===== src/rtl/imm_gen_pkg.sv =====
// imm_gen_pkg: format encodings and the immediate extension function shared by
// the imm_gen_pipe slice.
// Build option: define IMM_GEN_CSR_UIMM_EN to make format code 101 legal. It then
// yields the zero-extended CSR uimm field instr[19:15]. Without it, 101 is
// illegal like 110 and 111.
package imm_gen_pkg;

    // Widest supported datapath. extend_imm works at this width, and each
    // instance truncates the result to its own XLEN. Every sign extension
    // replicates bit 31, so the low 32 bits are identical for both XLEN values.
    localparam int XLEN_MAX = 64;

    // Immediate format select as decoded upstream. Codes 110 and 111 are never
    // legal.
    typedef enum logic [2:0] {
        IMM_I   = 3'b000,
        IMM_S   = 3'b001,
        IMM_B   = 3'b010,
        IMM_J   = 3'b011,
        IMM_U   = 3'b100,
        IMM_CSR = 3'b101
    } imm_src_e;

    // Result of one extension: the widest immediate plus the illegal-format flag.
    // The buffered entry type (imm, tag, illegal) depends on XLEN and TAG_W, so it
    // is declared as a typedef inside imm_gen_pipe.
    typedef struct packed {
        logic [XLEN_MAX-1:0] imm;
        logic                illegal;
    } ext_res_t;

    // Build the immediate for one instruction. Unsupported codes return zero with
    // illegal set, so an X never reaches the datapath.
    function automatic ext_res_t extend_imm(input logic [31:7] instr,
                                            input logic [2:0]  src);
        ext_res_t res;
        res.imm     = '0;
        res.illegal = 1'b0;
        case (src)
            IMM_I:   res.imm = {{52{instr[31]}}, instr[31:20]};
            IMM_S:   res.imm = {{52{instr[31]}}, instr[31:25], instr[11:7]};
            IMM_B:   res.imm = {{51{instr[31]}}, instr[31], instr[7],
                                instr[30:25], instr[11:8], 1'b0};
            IMM_J:   res.imm = {{43{instr[31]}}, instr[31], instr[19:12],
                                instr[20], instr[30:21], 1'b0};
            IMM_U:   res.imm = {{32{instr[31]}}, instr[31:12], 12'b0};
`ifdef IMM_GEN_CSR_UIMM_EN
            IMM_CSR: res.imm = {59'b0, instr[19:15]};
`endif
            default: res.illegal = 1'b1;
        endcase
        return res;
    endfunction

endpackage


===== src/rtl/imm_gen_pipe_if.sv =====
// imm_gen_pipe_if: decode-side and execute-side handshakes of imm_gen_pipe,
// plus the flush control and occupancy status.
// slave is the immediate generator. master is the surrounding pipeline.
interface imm_gen_pipe_if #(
    parameter int XLEN  = 32,
    parameter int TAG_W = 5,
    parameter int DEPTH = 2
) ();

    localparam int CNT_W = $clog2(DEPTH + 1);

    // Pipeline control
    logic             flush;

    // Decode side
    logic             in_valid;
    logic             in_ready;
    logic [31:7]      in_instr;
    logic [2:0]       in_imm_src;
    logic [TAG_W-1:0] in_tag;

    // Execute side
    logic             out_valid;
    logic             out_ready;
    logic [XLEN-1:0]  out_imm;
    logic [TAG_W-1:0] out_tag;
    logic             out_illegal;

    // Status
    logic [CNT_W-1:0] count;

    modport slave (
        input  flush,
        input  in_valid, in_instr, in_imm_src, in_tag,
        output in_ready,
        output out_valid, out_imm, out_tag, out_illegal,
        input  out_ready,
        output count
    );

    modport master (
        output flush,
        output in_valid, in_instr, in_imm_src, in_tag,
        input  in_ready,
        input  out_valid, out_imm, out_tag, out_illegal,
        output out_ready,
        input  count
    );

endinterface


===== src/rtl/imm_fifo.sv =====
// imm_fifo: generic synchronous FIFO with DEPTH entries (a power of two, at
// least 2). It has an occupancy count, a synchronous flush that takes priority
// over push and pop, and an asynchronous active-low reset.
// The head entry is always visible on rd_data. full and empty come only from
// registered state, so no ready signal has a combinational path to another.
module imm_fifo #(
    parameter int WIDTH = 8,
    parameter int DEPTH = 2
) (
    input  logic                         clk,
    input  logic                         rst_n,
    input  logic                         flush,
    input  logic                         wr_en,
    input  logic [WIDTH-1:0]             wr_data,
    input  logic                         rd_en,
    output logic [WIDTH-1:0]             rd_data,
    output logic [$clog2(DEPTH+1)-1:0]   count,
    output logic                         full,
    output logic                         empty
);

    localparam int CNT_W = $clog2(DEPTH + 1);
    localparam int PTR_W = $clog2(DEPTH);

    logic [WIDTH-1:0] mem [DEPTH];
    logic [PTR_W-1:0] wr_ptr;
    logic [PTR_W-1:0] rd_ptr;
    logic             push;
    logic             pop;

    // full and empty come from the registered count only.
    assign full  = (count == CNT_W'(DEPTH));
    assign empty = (count == '0);

    // A flush cancels any same-cycle transfer in either direction.
    assign push = wr_en && !full  && !flush;
    assign pop  = rd_en && !empty && !flush;

    assign rd_data = mem[rd_ptr];

    // Pointer and occupancy update. DEPTH is a power of two, so the pointers
    // wrap naturally.
    // NOTE: state registers use non-blocking assignments so every flop samples
    // pre-edge values and simulation ordering matches the synthesized hardware.
    always_ff @(posedge clk or negedge rst_n) begin
        if (!rst_n) begin
            wr_ptr <= '0;
            rd_ptr <= '0;
            count  <= '0;
        end else if (flush) begin
            wr_ptr <= '0;
            rd_ptr <= '0;
            count  <= '0;
        end else begin
            if (push) begin
                wr_ptr <= wr_ptr + 1'b1;
            end
            if (pop) begin
                rd_ptr <= rd_ptr + 1'b1;
            end
            if (push && !pop) begin
                count <= count + 1'b1;
            end else if (pop && !push) begin
                count <= count - 1'b1;
            end
        end
    end

    // Entry storage, written at the tail on push.
    // NOTE: the storage is reset (cheap at this depth) because the head entry
    // drives the outputs directly, and those must read as zero after reset
    // rather than as uninitialised contents.
    always_ff @(posedge clk or negedge rst_n) begin
        if (!rst_n) begin
            for (int i = 0; i < DEPTH; i++) begin
                mem[i] <= '0;
            end
        end else if (push) begin
            mem[wr_ptr] <= wr_data;
        end
    end

endmodule


===== src/rtl/imm_gen_pipe.sv =====
// imm_gen_pipe: pipelined immediate generator between decode and execute.
// Each accepted instruction is extended combinationally and written into an
// in-order buffer together with its tag and an illegal-format flag. Execute
// consumes entries from the head of that buffer.
// Build option: IMM_GEN_CSR_UIMM_EN enables format code 101 (CSR uimm).
// XLEN must be 32 or 64. DEPTH must be a power of two, at least 2.
module imm_gen_pipe
    import imm_gen_pkg::*;
#(
    parameter int XLEN  = 32,
    parameter int TAG_W = 5,
    parameter int DEPTH = 2
) (
    input  logic          clk,
    input  logic          rst_n,
    imm_gen_pipe_if.slave bus
);

    // One buffered result. Its widths depend on this instance's parameters.
    typedef struct packed {
        logic [XLEN-1:0]  imm;
        logic [TAG_W-1:0] tag;
        logic             illegal;
    } imm_entry_t;

    ext_res_t   ext;
    imm_entry_t wr_entry;
    imm_entry_t rd_entry;
    logic       fifo_full;
    logic       fifo_empty;

    // Extend the incoming instruction and pack it with its tag for the buffer.
    // NOTE: every variable driven here is assigned on every path (the function
    // sets its own defaults first), so no latch can be inferred.
    always_comb begin
        ext              = extend_imm(bus.in_instr, bus.in_imm_src);
        wr_entry.imm     = XLEN'(ext.imm);
        wr_entry.tag     = bus.in_tag;
        wr_entry.illegal = ext.illegal;
    end

    // The buffer decides acceptance itself. in_valid and out_ready are passed
    // through unqualified, and it refuses a push when full and a pop when empty.
    imm_fifo #(
        .WIDTH ($bits(imm_entry_t)),
        .DEPTH (DEPTH)
    ) u_fifo (
        .clk     (clk),
        .rst_n   (rst_n),
        .flush   (bus.flush),
        .wr_en   (bus.in_valid),
        .wr_data (wr_entry),
        .rd_en   (bus.out_ready),
        .rd_data (rd_entry),
        .count   (bus.count),
        .full    (fifo_full),
        .empty   (fifo_empty)
    );

    // in_ready depends only on the registered occupancy. A pop in a full cycle
    // reopens the input on the following cycle, never on the same one.
    assign bus.in_ready    = !fifo_full;
    assign bus.out_valid   = !fifo_empty;
    assign bus.out_imm     = rd_entry.imm;
    assign bus.out_tag     = rd_entry.tag;
    assign bus.out_illegal = rd_entry.illegal;

endmodule

===== src/flat_wrapper.sv =====
// flat-port wrapper written by rule: the top's interface ports become plain ports
module imm_gen_pipe_flat import imm_gen_pkg::*;
#(
    parameter int XLEN  = 32,
    parameter int TAG_W = 5,
    parameter int DEPTH = 2
)
  (clk, rst_n, bus_flush, bus_in_valid, bus_in_instr, bus_in_imm_src, bus_in_tag, bus_in_ready, bus_out_valid, bus_out_imm, bus_out_tag, bus_out_illegal, bus_out_ready, bus_count);
  imm_gen_pipe_if #(.XLEN(XLEN), .TAG_W(TAG_W), .DEPTH(DEPTH)) bus_i ();
  input  logic clk;
  input  logic rst_n;
  input wire logic [$bits(bus_i.flush)-1:0] bus_flush;
  input wire logic [$bits(bus_i.in_valid)-1:0] bus_in_valid;
  input wire logic [$bits(bus_i.in_instr)-1:0] bus_in_instr;
  input wire logic [$bits(bus_i.in_imm_src)-1:0] bus_in_imm_src;
  input wire logic [$bits(bus_i.in_tag)-1:0] bus_in_tag;
  output wire logic [$bits(bus_i.in_ready)-1:0] bus_in_ready;
  output wire logic [$bits(bus_i.out_valid)-1:0] bus_out_valid;
  output wire logic [$bits(bus_i.out_imm)-1:0] bus_out_imm;
  output wire logic [$bits(bus_i.out_tag)-1:0] bus_out_tag;
  output wire logic [$bits(bus_i.out_illegal)-1:0] bus_out_illegal;
  input wire logic [$bits(bus_i.out_ready)-1:0] bus_out_ready;
  output wire logic [$bits(bus_i.count)-1:0] bus_count;
  assign bus_i.flush = bus_flush;
  assign bus_i.in_valid = bus_in_valid;
  assign bus_i.in_instr = bus_in_instr;
  assign bus_i.in_imm_src = bus_in_imm_src;
  assign bus_i.in_tag = bus_in_tag;
  assign bus_in_ready = bus_i.in_ready;
  assign bus_out_valid = bus_i.out_valid;
  assign bus_out_imm = bus_i.out_imm;
  assign bus_out_tag = bus_i.out_tag;
  assign bus_out_illegal = bus_i.out_illegal;
  assign bus_i.out_ready = bus_out_ready;
  assign bus_count = bus_i.count;
  imm_gen_pipe #(.XLEN(XLEN), .TAG_W(TAG_W), .DEPTH(DEPTH)) u_core (.clk(clk), .rst_n(rst_n), .bus(bus_i));
endmodule

===== config.mk =====
export PLATFORM = sky130hd
export DESIGN_NAME = imm_gen_pipe_flat
export DESIGN_NICKNAME = d
export VERILOG_FILES = /design/src/rtl/imm_gen_pkg.sv /design/src/rtl/imm_gen_pipe_if.sv /design/src/rtl/imm_fifo.sv /design/src/rtl/imm_gen_pipe.sv /design/src/flat_wrapper.sv
export SDC_FILE = /design/constraint.sdc
export NUM_CORES = 1
export LEC_CHECK = 0
export ABC_AREA = 1
export CAP_MARGIN = 20
export CORE_UTILIZATION = 50
export DETAILED_ROUTE_END_ITERATION = 8
export GPL_TIMING_DRIVEN = 0
export MAX_ROUTING_LAYER = met4
export PLACE_DENSITY = 0.78
export SLEW_MARGIN = 0
export SYNTH_ARGS = -nofsm -noshare
export SYNTH_HDL_FRONTEND = slang
export SYNTH_SLANG_ARGS = --single-unit

===== constraint.sdc =====
create_clock -name clk -period 1.48 [get_ports clk]
set_input_delay 0.148 -clock clk [delete_from_list [all_inputs] [get_ports clk]]
set_output_delay 0.148 -clock clk [all_outputs]
set_load 0.05 [all_outputs]

==> reports/results.txt, run 1 <==
The area added between synthesis and finish works out to 46.0%. In the synthesized netlist, the number of instances is 521. The register area is 2010 sq um, and the warning count from the yosys run is 0. Pre-CTS worst setup slack: -0.862 ns. For the worst-case headroom to the max-slew limit, the log shows 0.679. The detailed router finished its first iteration with 276 violations. For the clock share of power, the log shows 0.150.

Row generation in the floorplan step produced 31 rows. Entering global routing, the biggest net connects 72 pins. In this run the tool buffered the top-level ports with 78 buffer cells. The run gives 0.527 as the initial standard-cell utilization of the core. The run gives 0 as the number of antenna violations at the first check in global routing.

The total routed wirelength came out at 11600 microns. The tools report the worst setup margin as -0.143 ns. Setup violations remaining at the end of the flow were counted as 38. During I/O placement, the number of pins put on the boundary was 80.

The number of global-route vias before repair was 3596; the clock transition time at the flip-flop clock pins of the worst setup and hold paths was 0.09 ns. After detailed routing, the number of remaining DRC violations is 0. Clock tree root driver cell: sky130_fd_sc_hd__clkbuf_8. The die is 90.4 microns tall.

Combinational power share: 0.533. The highest attainable clock frequency is 0.616 GHz. Setup repair after global routing could not meet its margin everywhere. The transition at the pin with the smallest max-transition slack is 0.484 ns. The run gives 0 as the count of endpoints failing hold in the final timing report. The worst setup path is launched from a register.

Walking the worst path, the cells encountered are buf_4, nand2_1, o21ai_4, buf_6. The wire-length estimate of the detail-placed layout is 7010 microns. The number of max-cap violations came out at 0. The mapped netlist covers 3910 sq um.

At the end of the flow, the number of nets in the layout was 663. For the number of nets with antenna violations after detailed routing, the log shows 0. The worst setup path is captured at an output port.

The count of vias placed by the detailed router was 3897; the H-tree depth reported by CTS was 3. The fraction of synthesized cell area taken by the top area cell type was 0.512. The tools report the final cell utilization of the core as 0.770. For the count of pins over their slew limit, the log shows 0. The checks that failed: setup timing.

At the worst endpoint, the required time is 1.33 ns. The biggest area contributor in the post-synthesis netlist is sky130_fd_sc_hd__dfrtp_1. On the final layout, the worst hold slack is 0.160 ns. The fraction of layout instances using a drive strength above 1 is 0.257, and the arrival time at the worst endpoint is 1.48 ns.

The total routing usage reported by global routing is 0.277. Category of the critical setup timing path: register to output port. Worst-path cell with the longest stage delay: sky130_fd_sc_hd__dfrtp_2. The detail-routed net length per standard cell is 15.9 microns, and the biggest cell delay along the critical path is 0.49 ns. The floorplan die area was 8170 sq um; the average instance area after synthesis was 7.50 sq um. The logs give 0.512 for the sequential share of the synthesized area and 11.3 mW for the total chip power. Residual overflow from global routing: 0. Count of buffering cells on the critical path with inverters included: 2. In the routed layout, each cell is associated on average with a via count of 5.35. The internal power is 6.12 mW, and the latest clock arrival within the worst-skew pair is 0.36 ns. At the end of routability-driven placement, the weighted congestion stood at 0.909. The first global-routing pass estimated 17300 microns of wire. TritonCTS built the clock tree. Counting distinct cell types in the post-synthesis netlist gives 23. The number of flip-flops and latches in the synthesized netlist was 80; the number of optimization iterations in the first detailed-route pass was 7.

The number of antenna diodes in the final layout is 0. Summed over all nets, the switching power comes to 5.16 mW. Switching part of the total: 0.458.

Width of the chip: 90.4 microns. The biggest fanout along the worst timing path came out at 10. By area the synthesized netlist is led by sky130_fd_sc_hd__dfrtp_1, sky130_fd_sc_hd__nand2_1, sky130_fd_sc_hd__o21ai_0. The kind of cell adding the most delay to the critical path is flip-flops. The number of nets in the synthesized netlist is 559. The maximum VDD drop was 1.10 mV; the layout filler cell count was 505. The number of clock buffers added by TritonCTS is 9. The kind of path behind the tightest hold check was input port to async pin. Summed over all failing endpoints, the final setup total negative slack is -4.29 ns. The multi-input gate area in the final layout came out at 1830 sq um.

The floorplan step defined a core boundary enclosing 7410 sq um. The power per cell area is 1980 nW/um^2, and the cell leakage power is 2.87 nW. After layout, the minimum clock period comes to 1.62 ns. The run finished, with violations left.

Worst-case clock buffer depth: 2. The share of the clock period used by the worst path came out at 1.10. Relative contribution of sequential cells to total power: 0.317. Worst setup skew after layout: 0.00740 ns. For the clock sink total, the log shows 80.
## layout make-up
| type | count | share of cell area |
|---|---|---|
| Buffer | 26 | 0.0493 |
| Clock buffer | 9 | 0.0217 |
| Timing Repair Buffer | 94 | 0.183 |
| Clock inverter | 7 | 0.0140 |
| Sequential cell | 80 | 0.352 |
| Multi-Input combinational cell | 358 | 0.320 |
| Inverter | 56 | 0.0386 |
| Tap cell | 99 | 0.0217 |
## Yosys cell counts, drive strengths merged
master / instances
a21oi: 2
nand4: 1
dfrtp: 80
o21a: 4
clkinv: 1
nand3: 13
buf: 17
clkbuf: 10
nor2: 17
o21ai: 80
nand3b: 1
inv: 55
a31oi: 4
o211ai: 1
nand2: 235
## per-stage QoR
| stage | cells | instance area [sq um] |
|---|---|---|
| 4_1_cts | 719 | 5250 |
| 2_1_floorplan | 521 | 3960 |
| 3_5_place_dp | 699 | 4890 |
| 3_3_place_gp | 698 | 4860 |
| 6_report | 729 | 5710 |
| 5_1_grt | 729 | 5710 |
## cells in the final DEF, fill, tap and decap left out, drive strengths merged
| master | count |
|---|---|
| nand2 | 235 |
| dfrtp | 80 |
| o21ai | 80 |
| buf | 76 |
| inv | 57 |
| clkdlybuf4s50 | 33 |
| nor2 | 17 |
| clkbuf | 15 |
| nand3 | 13 |
| a31oi | 4 |
| o21a | 4 |
| clkinv | 3 |
| a21oi | 2 |
| clkinvlp | 2 |
| dlymetal6s2s | 2 |
| clkdlybuf4s15 | 2 |
| nand4 | 1 |
| o211ai | 1 |
| nand3b | 1 |
| bufinv | 1 |
| dlygate4sd3 | 1 |
## final timing paths
check                                              startpoint                                  to  slack (ns)  cells after the start
max                          u_core.u_fifo.rd_ptr$_DFFE_PN0P_                      bus_out_imm[1]       -0.14                      4
min                                                     rst_n   u_core.u_fifo.mem[20]$_DFFE_PN0P_        0.16                      2
max reg2reg                u_core.u_fifo.count[1]$_DFFE_PN0P_   u_core.u_fifo.mem[61]$_DFFE_PN0P_        0.04                      8
min reg2reg                 u_core.u_fifo.mem[42]$_DFFE_PN0P_   u_core.u_fifo.mem[42]$_DFFE_PN0P_        0.49                      2
max in group asynchronous                               rst_n  u_core.u_fifo.count[1]$_DFFE_PN0P_        0.72                      3
min in group clk                            bus_in_imm_src[2]   u_core.u_fifo.mem[15]$_DFFE_PN0P_        0.19                      4
## power by group through the flow
stage               logic (mW)  clock network [mW]  registers (mW)
CTS                       5.16                1.69            3.48
detailed placement        4.85                   0            3.49
finish                    6.01                1.69            3.57
global route              6.36                1.79            3.66
floorplan                 3.36                   0            3.46
global placement          4.77                   0            3.45
## state kept, by name (all words and copies together), names as in the netlist
| signal | flops |
|---|---|
| u_core.u_fifo.wr_ptr | 1 |
| u_core.u_fifo.rd_ptr | 1 |
| u_core.u_fifo.mem | 76 |
| u_core.u_fifo.count | 2 |
## per-layer routing
layer,GRT usage,part of all wire,vias to the layer above
met4,0.108,0.026,0
met2,0.448,0.51,179
li1,-,-,1820
met3,0.0328,0.056,40
met5,-,0,-
met1,0.359,0.40,1858
## cell families after synthesis
group	share of synthesized area
compound gates	0.126
buf+inv	0.0906
flops	0.512
simple gates	0.271
## repair_timing
item                                    in CTS  in global routing
endpoints found under the setup margin      44                107
gates cloned                                 1                  4
gates resized for setup                    300                108
buffers inserted                             3                  6
endpoints found under the hold margin       80                  0
hold buffers                                 1                  0
pin swaps                                    3                 24
Note: power is estimated with default switching activity, not from simulation.
==> run 2, diff against run 1 <==
--- a/config.mk
+++ b/config.mk
@@ -9,6 +9,7 @@
 export CAP_MARGIN = 20
 export CORE_UTILIZATION = 50
 export DETAILED_ROUTE_END_ITERATION = 8
+export GPL_ROUTABILITY_DRIVEN = 0
 export GPL_TIMING_DRIVEN = 0
 export MAX_ROUTING_LAYER = met4
 export PLACE_DENSITY = 0.78
==> results of run 2 <==
No change in the layout: final DEF, timing and power equal those of run 1.
